--- src/rtl/fecha_edit.sv ---
// ============================================================================
// fecha_edit: BCD day/month/year editor driving the date holding registers.
// Optional macro LEAP_YEAR_EN enables the 29-day February in leap years.
// Revision: 1.0
// ============================================================================
`default_nettype none

module fecha_edit #(
  parameter logic [7:0] ANIO_MIN = 8'h00,
  parameter logic [7:0] ANIO_MAX = 8'h99
) (
  input  logic       clk,
  input  logic       reset,
  input  logic       mode_prog,
  input  logic       btn_up,
  input  logic       btn_down,
  input  logic       btn_next,
  input  logic [7:0] init_dia,
  input  logic [7:0] init_mes,
  input  logic [7:0] init_anio,
  output logic [7:0] ddia,
  output logic [7:0] dmes,
  output logic [7:0] danio,
  output logic       en_dia,
  output logic       en_mes,
  output logic       en_anio,
  output logic [1:0] campo,
  output logic       ocupado
);

  typedef enum logic [2:0] {
    S_IDLE, S_CARGA, S_E_DIA, S_E_MES, S_E_ANIO, S_FIN
  } estado_t;

  estado_t    estado_q;
  logic [7:0] ddia_q, dmes_q, danio_q;
  logic       en_dia_q, en_mes_q, en_anio_q, ocupado_q;
  logic [1:0] campo_q;

`ifdef LEAP_YEAR_EN
  // Divisible by 4 in BCD: even tens with units 0/4/8, odd tens with units 2/6.
  function automatic logic bisiesto(input logic [7:0] a);
    if (a[4]) return (a[3:0] == 4'h2) || (a[3:0] == 4'h6);
    else      return (a[3:0] == 4'h0) || (a[3:0] == 4'h4) || (a[3:0] == 4'h8);
  endfunction
`else
  function automatic logic bisiesto(input logic [7:0] a);
    return 1'b0 & (^a);
  endfunction
`endif

  function automatic logic [7:0] max_dia(input logic [7:0] mes, input logic bis);
    case (mes)
      8'h02:                      return bis ? 8'h29 : 8'h28;
      8'h04, 8'h06, 8'h09, 8'h11: return 8'h30;
      default:                    return 8'h31;
    endcase
  endfunction

  function automatic logic [7:0] bcd_inc(input logic [7:0] v);
    if (v[3:0] == 4'h9) return {v[7:4] + 4'd1, 4'h0};
    else                return {v[7:4], v[3:0] + 4'd1};
  endfunction

  function automatic logic [7:0] bcd_dec(input logic [7:0] v);
    if (v[3:0] == 4'h0) return {v[7:4] - 4'd1, 4'h9};
    else                return {v[7:4], v[3:0] - 4'd1};
  endfunction

  function automatic logic bcd_ok(input logic [7:0] v);
    return (v[7:4] <= 4'h9) && (v[3:0] <= 4'h9);
  endfunction

  logic [7:0] carga_dia_d, carga_mes_d, carga_anio_d, max_carga;
  logic [7:0] dia_d, mes_d, anio_d, max_act, max_nuevo;
  logic [8:0] anio_sobre_min, anio_bajo_max;
  logic       en_dia_d, en_mes_d, en_anio_d, btn_ok, editando;

  always_comb begin
    // Borrow-based range test keeps the year check valid for any ANIO_MIN.
    anio_sobre_min = {1'b0, init_anio} - {1'b0, ANIO_MIN};
    anio_bajo_max  = {1'b0, ANIO_MAX} - {1'b0, init_anio};
    carga_mes_d  = (bcd_ok(init_mes) && init_mes != 8'h00 && init_mes <= 8'h12) ? init_mes : 8'h01;
    carga_anio_d = (bcd_ok(init_anio) && !anio_sobre_min[8] && !anio_bajo_max[8]) ? init_anio : ANIO_MIN;
    carga_dia_d  = (bcd_ok(init_dia) && init_dia != 8'h00 && init_dia <= 8'h31) ? init_dia : 8'h01;
    max_carga    = max_dia(carga_mes_d, bisiesto(carga_anio_d));
    if (carga_dia_d > max_carga) carga_dia_d = max_carga;

    btn_ok   = (btn_up ^ btn_down) && !btn_next && mode_prog;
    editando = (estado_q == S_E_DIA) || (estado_q == S_E_MES) || (estado_q == S_E_ANIO);
    max_act  = max_dia(dmes_q, bisiesto(danio_q));
    dia_d    = ddia_q;
    mes_d    = dmes_q;
    anio_d   = danio_q;
    en_dia_d  = 1'b0;
    en_mes_d  = 1'b0;
    en_anio_d = 1'b0;
    if (btn_ok) begin
      case (estado_q)
        S_E_DIA: begin
          if (btn_up) dia_d = (ddia_q == max_act) ? 8'h01 : bcd_inc(ddia_q);
          else        dia_d = (ddia_q == 8'h01) ? max_act : bcd_dec(ddia_q);
          en_dia_d = 1'b1;
        end
        S_E_MES: begin
          if (btn_up) mes_d = (dmes_q == 8'h12) ? 8'h01 : bcd_inc(dmes_q);
          else        mes_d = (dmes_q == 8'h01) ? 8'h12 : bcd_dec(dmes_q);
          en_mes_d = 1'b1;
        end
        S_E_ANIO: begin
          if (btn_up) anio_d = (danio_q == ANIO_MAX) ? ANIO_MIN : bcd_inc(danio_q);
          else        anio_d = (danio_q == ANIO_MIN) ? ANIO_MAX : bcd_dec(danio_q);
          en_anio_d = 1'b1;
        end
        default: ;
      endcase
    end
    max_nuevo = max_dia(mes_d, bisiesto(anio_d));
    if (editando && dia_d > max_nuevo) begin
      dia_d    = max_nuevo;
      en_dia_d = 1'b1;
    end
  end

  always_ff @(posedge clk) begin
    if (reset) begin
      estado_q  <= S_IDLE;
      ddia_q    <= 8'h01;
      dmes_q    <= 8'h01;
      danio_q   <= ANIO_MIN;
      en_dia_q  <= 1'b0;
      en_mes_q  <= 1'b0;
      en_anio_q <= 1'b0;
      campo_q   <= 2'b11;
      ocupado_q <= 1'b0;
    end else begin
      en_dia_q  <= 1'b0;
      en_mes_q  <= 1'b0;
      en_anio_q <= 1'b0;
      case (estado_q)
        S_IDLE: if (mode_prog) begin
          estado_q  <= S_CARGA;
          ocupado_q <= 1'b1;
        end
        S_CARGA: begin
          ddia_q   <= carga_dia_d;
          dmes_q   <= carga_mes_d;
          danio_q  <= carga_anio_d;
          campo_q  <= 2'b00;
          estado_q <= S_E_DIA;
        end
        S_E_DIA, S_E_MES, S_E_ANIO: begin
          if (!mode_prog) begin
            estado_q  <= S_FIN;
            en_dia_q  <= 1'b1;
            en_mes_q  <= 1'b1;
            en_anio_q <= 1'b1;
          end else if (btn_next) begin
            case (estado_q)
              S_E_DIA: begin estado_q <= S_E_MES;  campo_q <= 2'b01; end
              S_E_MES: begin estado_q <= S_E_ANIO; campo_q <= 2'b10; end
              default: begin estado_q <= S_E_DIA;  campo_q <= 2'b00; end
            endcase
          end else begin
            ddia_q    <= dia_d;
            dmes_q    <= mes_d;
            danio_q   <= anio_d;
            en_dia_q  <= en_dia_d;
            en_mes_q  <= en_mes_d;
            en_anio_q <= en_anio_d;
          end
        end
        S_FIN: begin
          estado_q  <= S_IDLE;
          ocupado_q <= 1'b0;
          campo_q   <= 2'b11;
        end
        default: estado_q <= S_IDLE;
      endcase
    end
  end

  assign ddia    = ddia_q;
  assign dmes    = dmes_q;
  assign danio   = danio_q;
  assign en_dia  = en_dia_q;
  assign en_mes  = en_mes_q;
  assign en_anio = en_anio_q;
  assign campo   = campo_q;
  assign ocupado = ocupado_q;

endmodule

`default_nettype wire
--- config.mk ---
export PLATFORM = sky130hd
export DESIGN_NAME = fecha_edit
export DESIGN_NICKNAME = d
export VERILOG_FILES = /design/src/rtl/fecha_edit.sv
export SDC_FILE = /design/constraint.sdc
export NUM_CORES = 1
export LEC_CHECK = 0
export ABC_AREA = 1
export BUFFER_PORTS_ARGS = -buffer_cell sky130_fd_sc_hd__buf_2
export CORE_UTILIZATION = 62
export DETAILED_ROUTE_END_ITERATION = 7
export PLACE_DENSITY = 0.9
export SLEW_MARGIN = 20
export SYNTH_ARGS = -nofsm -noshare
export SYNTH_HDL_FRONTEND = slang
export SYNTH_SLANG_ARGS = --single-unit
--- constraint.sdc ---
create_clock -name clk -period 8.2 [get_ports clk]
set_input_delay 0 -clock clk [delete_from_list [all_inputs] [get_ports clk]]
set_output_delay 0 -clock clk [all_outputs]
set_load 0.03 [all_outputs]
# Yosys cells after proc, flatten, opt, wreduce, memory -nomap -nowiden
# Index checks and enable logic that the tools add are counted.
dict set report word_totals {
  out_inout_bits 30
  elab_cells 170
  ff_bits 33
  in_bits 30
}
dict set report op_classes {
  n_addsub 13
  n_lt_le_gt_ge 10
  n_eq_ne 37
  bitwise_logic 2
  reduce_logical 36
  n_mux 62
}
# op count
set ops {}
lappend ops {{8-bit two-way mux} 32}
lappend ops {{8-bit by 3-bit == test with 1-bit output (second input constant)} 6}
lappend ops {{8-bit case mux with 2 select lines} 3}
lappend ops {{8-bit by 5-bit == test with 1-bit output (second input constant)} 4}
lappend ops {{5-bit case mux with 2 select lines} 3}
lappend ops {{4-bit by 1-bit adder with 4-bit output (second input constant)} 6}
lappend ops {{8-bit by 2-bit == test with 1-bit output (second input constant)} 3}
lappend ops {{8-bit by 4-bit == test with 1-bit output (second input constant)} 3}
lappend ops {{4-bit <= comparator (second input constant)} 6}
lappend ops {{4-bit by 1-bit subtractor with 4-bit output (second input constant)} 6}
lappend ops {{8-bit by 1-bit == test with 1-bit output (second input constant)} 2}
lappend ops {{8-bit nonzero test} 2}
lappend ops {{1-bit two-way mux} 14}
lappend ops {{4-bit == test (second input constant)} 3}
lappend ops {{4-bit logical NOT} 3}
lappend ops {{2-bit != test (second input constant)} 6}
lappend ops {{4-bit OR reduction} 3}
lappend ops {{1-bit logical AND} 11}
lappend ops {{3-bit two-way mux} 3}
lappend ops {{3-bit case mux with 3 select lines} 1}
lappend ops {{8-bit by 8-bit subtractor with 9-bit output (first input constant)} 1}
lappend ops {{8-bit == test} 1}
lappend ops {{8-bit == test (second input constant)} 1}
lappend ops {{8-bit by 6-bit greater-than comparator with 1-bit output} 1}
lappend ops {{27 further kinds} 36}

# Longest topological paths before layout
# Gate-level depths: netlist of the first run.
dict set report depth {
  ltp_word 15
  depth_mapped 24
}

# Least setup slack after synthesis of the first run
# OpenSTA, ideal clock, no wires.
dict set report synth_path {
  kind {flip-flop to flip-flop}
  from {reg ddia_q[0] (netlist: ddia[0])}
  to {reg ddia_q[4] (netlist: ddia[4])}
  path_stages_with_launch 19
  period_less_slack_ns 3.049
  required_time_ns 8.081
  arrival_ns 2.929
  setup_slack_ns 5.151
  setup_time_ns 0.119
  path_cell_list {dfxtp_1 -> clkinv_1 -> ha_1 -> nand2_1 -> xor2_1 -> inv_1 -> o21ai_0 -> nor2_1 -> a22oi_1 -> inv_1 -> ha_1 -> o21a_1 -> nor2_1 -> a21oi_1 -> nand2_4 -> nand2_4 -> nand2_1 -> nand3_1 -> a21oi_1}
}
dict set report synth_via {
  elab_chain_cells 12
}
# item line_no
set synth_rtl {}
lappend synth_rtl {{start: declaration} 36} ;# logic [7:0] ddia_q, dmes_q, danio_q;
lappend synth_rtl {{start signal: assignment} 146} ;# ddia_q <= carga_dia_d;
lappend synth_rtl {{start signal: assignment} 165} ;# ddia_q <= dia_d;
lappend synth_rtl {{4-bit by 1-bit subtractor with 4-bit output, or another cell as far along} 67} ;# else return {v[7:4], v[3:0] - 4'd1};
lappend synth_rtl {{8-bit two-way mux, on equally long branches} {66, 61}}
lappend synth_rtl {{8-bit two-way mux, on equally long branches} {102, 101}}
lappend synth_rtl {{8-bit two-way mux} 101} ;# if (btn_up) dia_d = (ddia_q == max_act) ? 8'h01 : bcd_inc(ddia_q);
lappend synth_rtl {{8-bit two-way mux} 99} ;# case (estado_q)
lappend synth_rtl {{8-bit two-way mux (*)} 98} ;# if (btn_ok) begin
lappend synth_rtl {{8-bit greater-than comparator} 119} ;# if (editando && dia_d > max_nuevo) begin
lappend synth_rtl {{1-bit logical AND} 119}
lappend synth_rtl {{8-bit two-way mux (*)} 119}
lappend synth_rtl {{8-bit two-way mux (*)} 158} ;# end else if (btn_next) begin
lappend synth_rtl {{8-bit two-way mux (*)} 153} ;# if (!mode_prog) begin
lappend synth_rtl {{8-bit case mux with 2 select lines (*)} 140} ;# case (estado_q)
# Every way passes the cells marked *; elsewhere a longest branch is shown, timed or not. The select of a mux whose other input is x is not followed.
# A chain may end at the register's enable or synchronous reset.

# Worst setup path after layout of the first run
dict set report layout_path {
  from {reg ddia_q[0] (netlist: ddia[0])}
  to {reg ddia_q[0] (netlist: ddia[0])}
}
# Same word-level chain as after synthesis.

==> out/results.tsv, run 1 <==
metric	value	unit
status	completed	
drt pass-1 iters	7	
Die H	77.92	um
die area	6072	um^2
top post-synthesis cells by area	dfxtp_1, nand2_1, nand3_1	
unrepaired setup endpoints after global routing	no	
Clock Tree Root	clkbuf_8	
DRT iter0 DRCs	570	
Max Transition Viols Final	0	
count leader, synth	nand2_1	
main flop type after synthesis	dfxtp_1	
Total GRT Usage	34.36	%
EDFF count, synth	0	
first-pass GRT wire length	16920	um
clock buffer depth	2	
net count after synthesis	626	
top cell type's share of synthesized area	18.49	%
DPL Wire Length	7573	um
Mean Syn Cell Area	6.182	um^2
Seq/Total Area, Yosys	18.49	%
Via Count	4195	
CP arrival	3.52	ns
drt wl/cell	14.55	um
Die W	77.92	um
final net count	676	
Max Freq	0.3006	GHz
Residual DRC	0	
CTS tree	built	
critical path fanouts, max	8	
post-CTS sizing	0	
Post-synth top cells	nand2_1, inv_1, nor2_1	
post-synthesis register bit count	33	
final hold viol count	0	
ys async rst share	0	%
met3 Usage GRT	6.000	%
PwrDens	363.3	nW/um^2
Antenna Nets Post-Route	0	
Critical Path RT	8.40	ns
Final Non-Filler Cells	701	
Lkg Pwr	0.001972	uW
clock skew	0.006379	ns
pin count of the biggest net entering global routing	27	
Least-Margin Pin Slew	0.7733	ns
Cell variety after synth	48	
Cell Area, Synth	3573	um^2
Clk Latency, worst-skew pair	0.29	ns
port bufs	59	
Ports	60	
number of global-route vias before repair	3834	
Post-Place Cells	692	
Total Wirelength	10200	um
worst vdd ir	206.2	uV
met1 Usage GRT	45.54	%
Yosys warnings	0	
setup_tns	0	ns
CP endpoint kind	flip-flop	
CP startpoint kind	flip-flop	
Max Cap Viol	0	
cell row count	27	
class of the most critical setup path	reg -> reg	
minimum clock period	3.327	ns
met2 usage	54.34	%
worst hold path class	in -> reg	
clock buffer count from CTS	5	
vias per cell	5.984	
layout cells sized above 1	19.08	%
synth-to-layout area growth	11.69	%
Ant. Diodes	0	
core footprint	5540	um^2
dpl cell area	3865	um^2
# setup viols final	0	
Clk pin slew, worst setup/hold paths	0.08	ns
fillers	489	
Routability Congestion	1.002	
Finished Cell Area	3991	um^2
grt ovf	0	
Synth Instances	578	
dominant cell type by area after synthesis	dfxtp_1	
H-tree depth	2	
Starting Density	64.50	%
final worst path period share	40.57	%
CTS sink count	33	
relative slew slack	48.39	%
post-CTS setup buffer count	0	
initial antenna violation count	0	
GR peak layer	met2	
## layout make-up
| cell class | count | area [um^2] | area share (%) |
|---|---|---|---|
| Clock buffer | 7 | 86.33 | 2.163 |
| Clock inverter | 1 | 30.03 | 0.7524 |
| Inverter | 79 | 296.5 | 7.429 |
| Multi-Input combinational cell | 448 | 2515 | 63.01 |
| Sequential cell | 33 | 660.6 | 16.55 |
| Tap cell | 72 | 90.09 | 2.257 |
| Timing Repair Buffer | 61 | 312.8 | 7.837 |
## critical path: stages (launching register included)
cell and delay, ns:
dfxtp_1 0.48, clkinv_1 0.28, ha_1 0.32, nand2_1 0.20
xor2_1 0.17, inv_1 0.05, o21ai_0 0.17, nor2_1 0.06
a22oi_1 0.26, inv_1 0.09, ha_1 0.32, o21a_1 0.13
nor2_1 0.05, a21oi_1 0.21, nand2_4 0.12, nand3_1 0.09
nand3_1 0.08, nand2_1 0.11, nand2_1 0.05
## power by group
group,internal (uW),total [uW],switching [uW]
registers,220,320,99.7
logic,301,965,664
clock network,99.1,165,65.9
total,621,1450,829
## cell usage in the layout (no fill, tap or decap), types with 5 or more instances in the layout
cell type / instances
o21ai_0: 49
nor2_2: 5
inv_1: 66
nand4_1: 12
nand3_2: 5
clkbuf_8: 6
nand2_2: 6
a21oi_1: 40
xor2_1: 13
inv_2: 12
ha_1: 18
nand2_1: 116
dfxtp_1: 33
a211oi_1: 6
a31oi_1: 12
nand2_4: 6
a21oi_2: 5
nand3_1: 52
buf_2: 59
o21ai_1: 5
nor3_1: 8
nor2_1: 53
## cell families after synthesis
family	after synthesis	synth area share (%)
xor+xnor	13	3.186
fa+ha+maj	18	6.303
compound gates	139	22.79
flops	33	18.49
buf+inv	97	11.13
simple gates	278	38.10
## stage by stage
step	power (uW)	hold WS, ns	setup slack (ns)	utilization, %
6_report	1450	0.008057	4.873	72.04
3_3_place_gp	1233	0.2736	5.150	69.76
4_1_cts	1425	0.0001766	4.918	72.04
3_5_place_dp	1255	0.3009	4.968	69.76
5_1_grt	1559	0.02742	4.558	72.04
2_1_floorplan	1045	0.1748	5.151	-
## path summary, 6_finish.rpt
check                                            from                    end  slack (ns)  depth (start not counted)
worst min-delay path                     init_anio[1]  danio[1]$_SDFFE_PP0P_       0.008                          3
worst max-delay path             ddia[0]$_SDFFE_PP1P_   ddia[0]$_SDFFE_PP1P_        4.87                         18
worst max register to register   ddia[0]$_SDFFE_PP1P_   ddia[0]$_SDFFE_PP1P_        4.87                         18
worst min register to register  campo[0]$_SDFFE_PP1P_  campo[0]$_SDFFE_PP1P_        0.46                          2
## metal layers
layer  part of all wire, %  up-vias
met3                   9.5       36
li1                      -     2048
met2                    45      244
met5                     0        -
met4                   2.2        0
met1                    43     1867
## flip-flops by register name (all words and copies together), names as in the netlist
register and cells:
en_mes 1, en_anio 1, dmes 8, estado_q 3, ddia 8, campo 2, danio 8, ocupado 1
en_dia 1
## repair_timing
| item | CTS | global route |
|---|---|---|
| hold endpoints to repair | 1 | 0 |
| hold buffers | 1 | 0 |
| endpoints found under the setup margin | 0 | 0 |
(Power assumes the default switching activity.)
==> run 2, diff against run 1 <==
--- a/config.mk
+++ b/config.mk
@@ -7,9 +7,9 @@
 export LEC_CHECK = 0
 export ABC_AREA = 1
 export BUFFER_PORTS_ARGS = -buffer_cell sky130_fd_sc_hd__buf_2
-export CORE_UTILIZATION = 62
+export CORE_UTILIZATION = 52
 export DETAILED_ROUTE_END_ITERATION = 7
-export PLACE_DENSITY = 0.9
+export PLACE_DENSITY = 0.81
 export SLEW_MARGIN = 20
 export SYNTH_ARGS = -nofsm -noshare
 export SYNTH_HDL_FRONTEND = slang
==> constraint.sdc (replaced) <==
create_clock -name clk -period 2.9 [get_ports clk]
set_input_delay 0 -clock clk [delete_from_list [all_inputs] [get_ports clk]]
set_output_delay 0 -clock clk [all_outputs]
set_load 0.03 [all_outputs]
==> run 2 against run 1 <==
Effect of this change:
- the flow now finishes with violations (design-rule violations, negative setup slack)
- routed wire length increased by 13%
- global-route usage decreased by 3.5 points
- critical path depth increased by 2
- critical endpoint unchanged
- largest power group unchanged
- cell count increased by 5.7%
- first-iteration DRC count decreased by 22%
- worst setup slack got worse by 4.9 ns
- utilization decreased by 3.8 points
- sequential power increased to 2.8 times the previous value
- register-to-register slack got worse by 4.9 ns
==> out/results.tsv, run 2 (synthesis gave the netlist of run 1 again) <==
metric	value	unit	change
status	finished, violations left		
failing checks	design-rule violations, negative setup slack		
Pwr Total	4569	uW	+220%
class of the most critical setup path	reg -> reg		
Total GRT Usage	30.90	%	-3.5 points
CP arrival	3.17	ns	-0.35 ns
minimum clock period	2.967	ns	-0.3593 ns
first-pass GRT wire length	18170	um	+7.4%
R2R depth	20		+2
clock buffer depth	2		unchanged
most frequent cells in the layout	nand2_1, inv_1, buf_2, nor2_1, nand3_1		
Post-Place Cells	717		+3.6%
Final Hold Slack	0.009492	ns	+0.001435 ns
Antenna Nets Post-Route	0		unchanged
clock skew	0.007091	ns	+0.0007113 ns
layout cells sized above 1	29.82	%	+11 points
CP endpoint kind	flip-flop		
CTS tree	built		
DPL Wire Length	8056	um	+6.4%
Starting Density	55.02	%	-9.5 points
Core Util, Final	68.27	%	-3.8 points
hold wc startpoint	init_anio[1]		
Finished Cell Area	4434	um^2	+11%
Max Cap Viol	0		unchanged
drt pass-1 iters	8		+1
unrepaired setup endpoints after global routing	yes		
Routability Congestion	1.040		+3.8%
synth-to-layout area growth	24.09	%	
DRT iter0 DRCs	444		-22%
critical path fanouts, max	6		-2
PwrDens	1030	nW/um^2	+180%
Clk Latency, worst-skew pair	0.30	ns	about the same
final net count	711		+5.2%
port bufs	59		unchanged
Ports	60		unchanged
R2R setup slack	-0.07	ns	-4.94 ns
dpl cell area	4038	um^2	+4.5%
Clock Tree Root	clkbuf_8		
# setup viols final	4		+4
cell depth of the worst min-delay path	3		unchanged
final hold viol count	0		unchanged
Least-Margin Pin Slew	0.7343	ns	-0.03894 ns
Clk pin slew, worst setup/hold paths	0.08	ns	about the same
Max Freq	0.3370	GHz	+12%
Total Wirelength	11520	um	+13%
pin count of the biggest net entering global routing	26		-3.7%
final worst path period share	102.3	%	+62 points
reg2reg end	ddia[0]$_SDFFE_PP1P_		
Critical Path RT	3.10	ns	-5.30 ns
Die W	84.90	um	+9.0%
Die H	84.90	um	+9.0%
worst vdd ir	646.4	uV	+210%
Residual DRC	1		+1
worst hold path class	in -> reg		
relative slew slack	50.99	%	+2.6 points
CP startpoint kind	flip-flop		
grt ovf	0		unchanged
Final Non-Filler Cells	741		+5.7%
Hold Path Sink	danio[1]$_SDFFE_PP0P_		
cell row count	29		+7.4%
Lkg Pwr	0.002172	uW	+10%
die area	7207	um^2	+19%
vias per cell	6.111		+2.1%
drt wl/cell	15.54	um	+6.8%
H-tree depth	2		unchanged
Ant. Diodes	0		unchanged
Final WS setup	-0.06738	ns	-4.941 ns
most common cell after layout, fill and taps aside	nand2_1		
CTS sink count	33		unchanged
initial antenna violation count	0		unchanged
Via Count	4528		+7.9%
core footprint	6495	um^2	+17%
number of global-route vias before repair	3936		+2.7%
Crit Reg-Reg Startpoint	dmes[5]$_SDFFE_PP0P_		
clock buffer count from CTS	5		unchanged
Max Transition Viols Final	0		unchanged
[run 2: worst max path at each step]
stage / startpoint / end / cells past startpoint
global placement: dmes[4]$_SDFFE_PP0P_ / ddia[0]$_SDFFE_PP1P_ / 20
detailed placement: dmes[4]$_SDFFE_PP0P_ / ddia[0]$_SDFFE_PP1P_ / 20
finish: dmes[5]$_SDFFE_PP0P_ / ddia[0]$_SDFFE_PP1P_ / 20
CTS: dmes[5]$_SDFFE_PP0P_ / ddia[0]$_SDFFE_PP1P_ / 21
global route: dmes[3]$_SDFFE_PP0P_ / ddia[0]$_SDFFE_PP1P_ / 21
floorplan: ddia[4]$_SDFFE_PP0P_ / ddia[4]$_SDFFE_PP0P_ / 18
[run 2: report_power, final]
group / switching [uW] / internal [uW]
Combinational: 2150 / 1160
Sequential: 244 / 641
Clock: 207 / 166
Total: 2600 / 1970
[run 2: worst max-delay path: stages, from the launching register on]
cell and delay [ns]:
dfxtp_2 0.34, inv_4 0.08, ha_4 0.12, nor3b_4 0.21, nand2_2 0.10, nand3_1 0.09, o21ai_1 0.08, o21ai_0 0.27
nand2_1 0.12, a21oi_1 0.15, nand2_1 0.08, nand2_1 0.08, nor2_2 0.05, ha_1 0.29, a32o_2 0.28, nand3_2 0.09
nand2_4 0.10, nand3_2 0.09, nand3_1 0.08, nand2_1 0.11, nand2_1 0.05
[run 2: repair_timing]
action / 4_1_cts / 5_1_grt
setup buffers: 3 / 12
hold endpoints to repair: 1 / 0
hold buffers: 1 / 0
setup endpoints to repair: 6 / 6
pin swaps: 3 / 22
gates resized for setup: 9 / 46
[run 2: layout make-up]
| class | count | area [um^2] |
|---|---|---|
| flip-flops and latches | 33 | 679.4 |
| repair buffers | 96 | 591.8 |
| fillers | 558 | 2061 |
| clock buffers | 5 | 68.82 |
| multi-input cells | 448 | 2674 |
| inverters | 79 | 306.5 |
| well taps | 77 | 96.34 |
| clock inverters | 3 | 17.52 |
[run 2: per-stage QoR]
step,setup TNS [ns],setup WS [ns]
floorplan,0,0.01053
global placement,0,0.002598
detailed placement,-0.4917,-0.1429
CTS,0,0.01639
global route,-1.932,-0.4100
finish,-0.2245,-0.06738
[run 2: routing by layer]
metal	global-route usage, %	vias up	part of all wire [%]
met2	50.63	285	47
met3	4.767	51	9.5
met1	41.59	2072	41
met5	0	-	0
met4	10.48	0	3.1
li1	-	2120	-
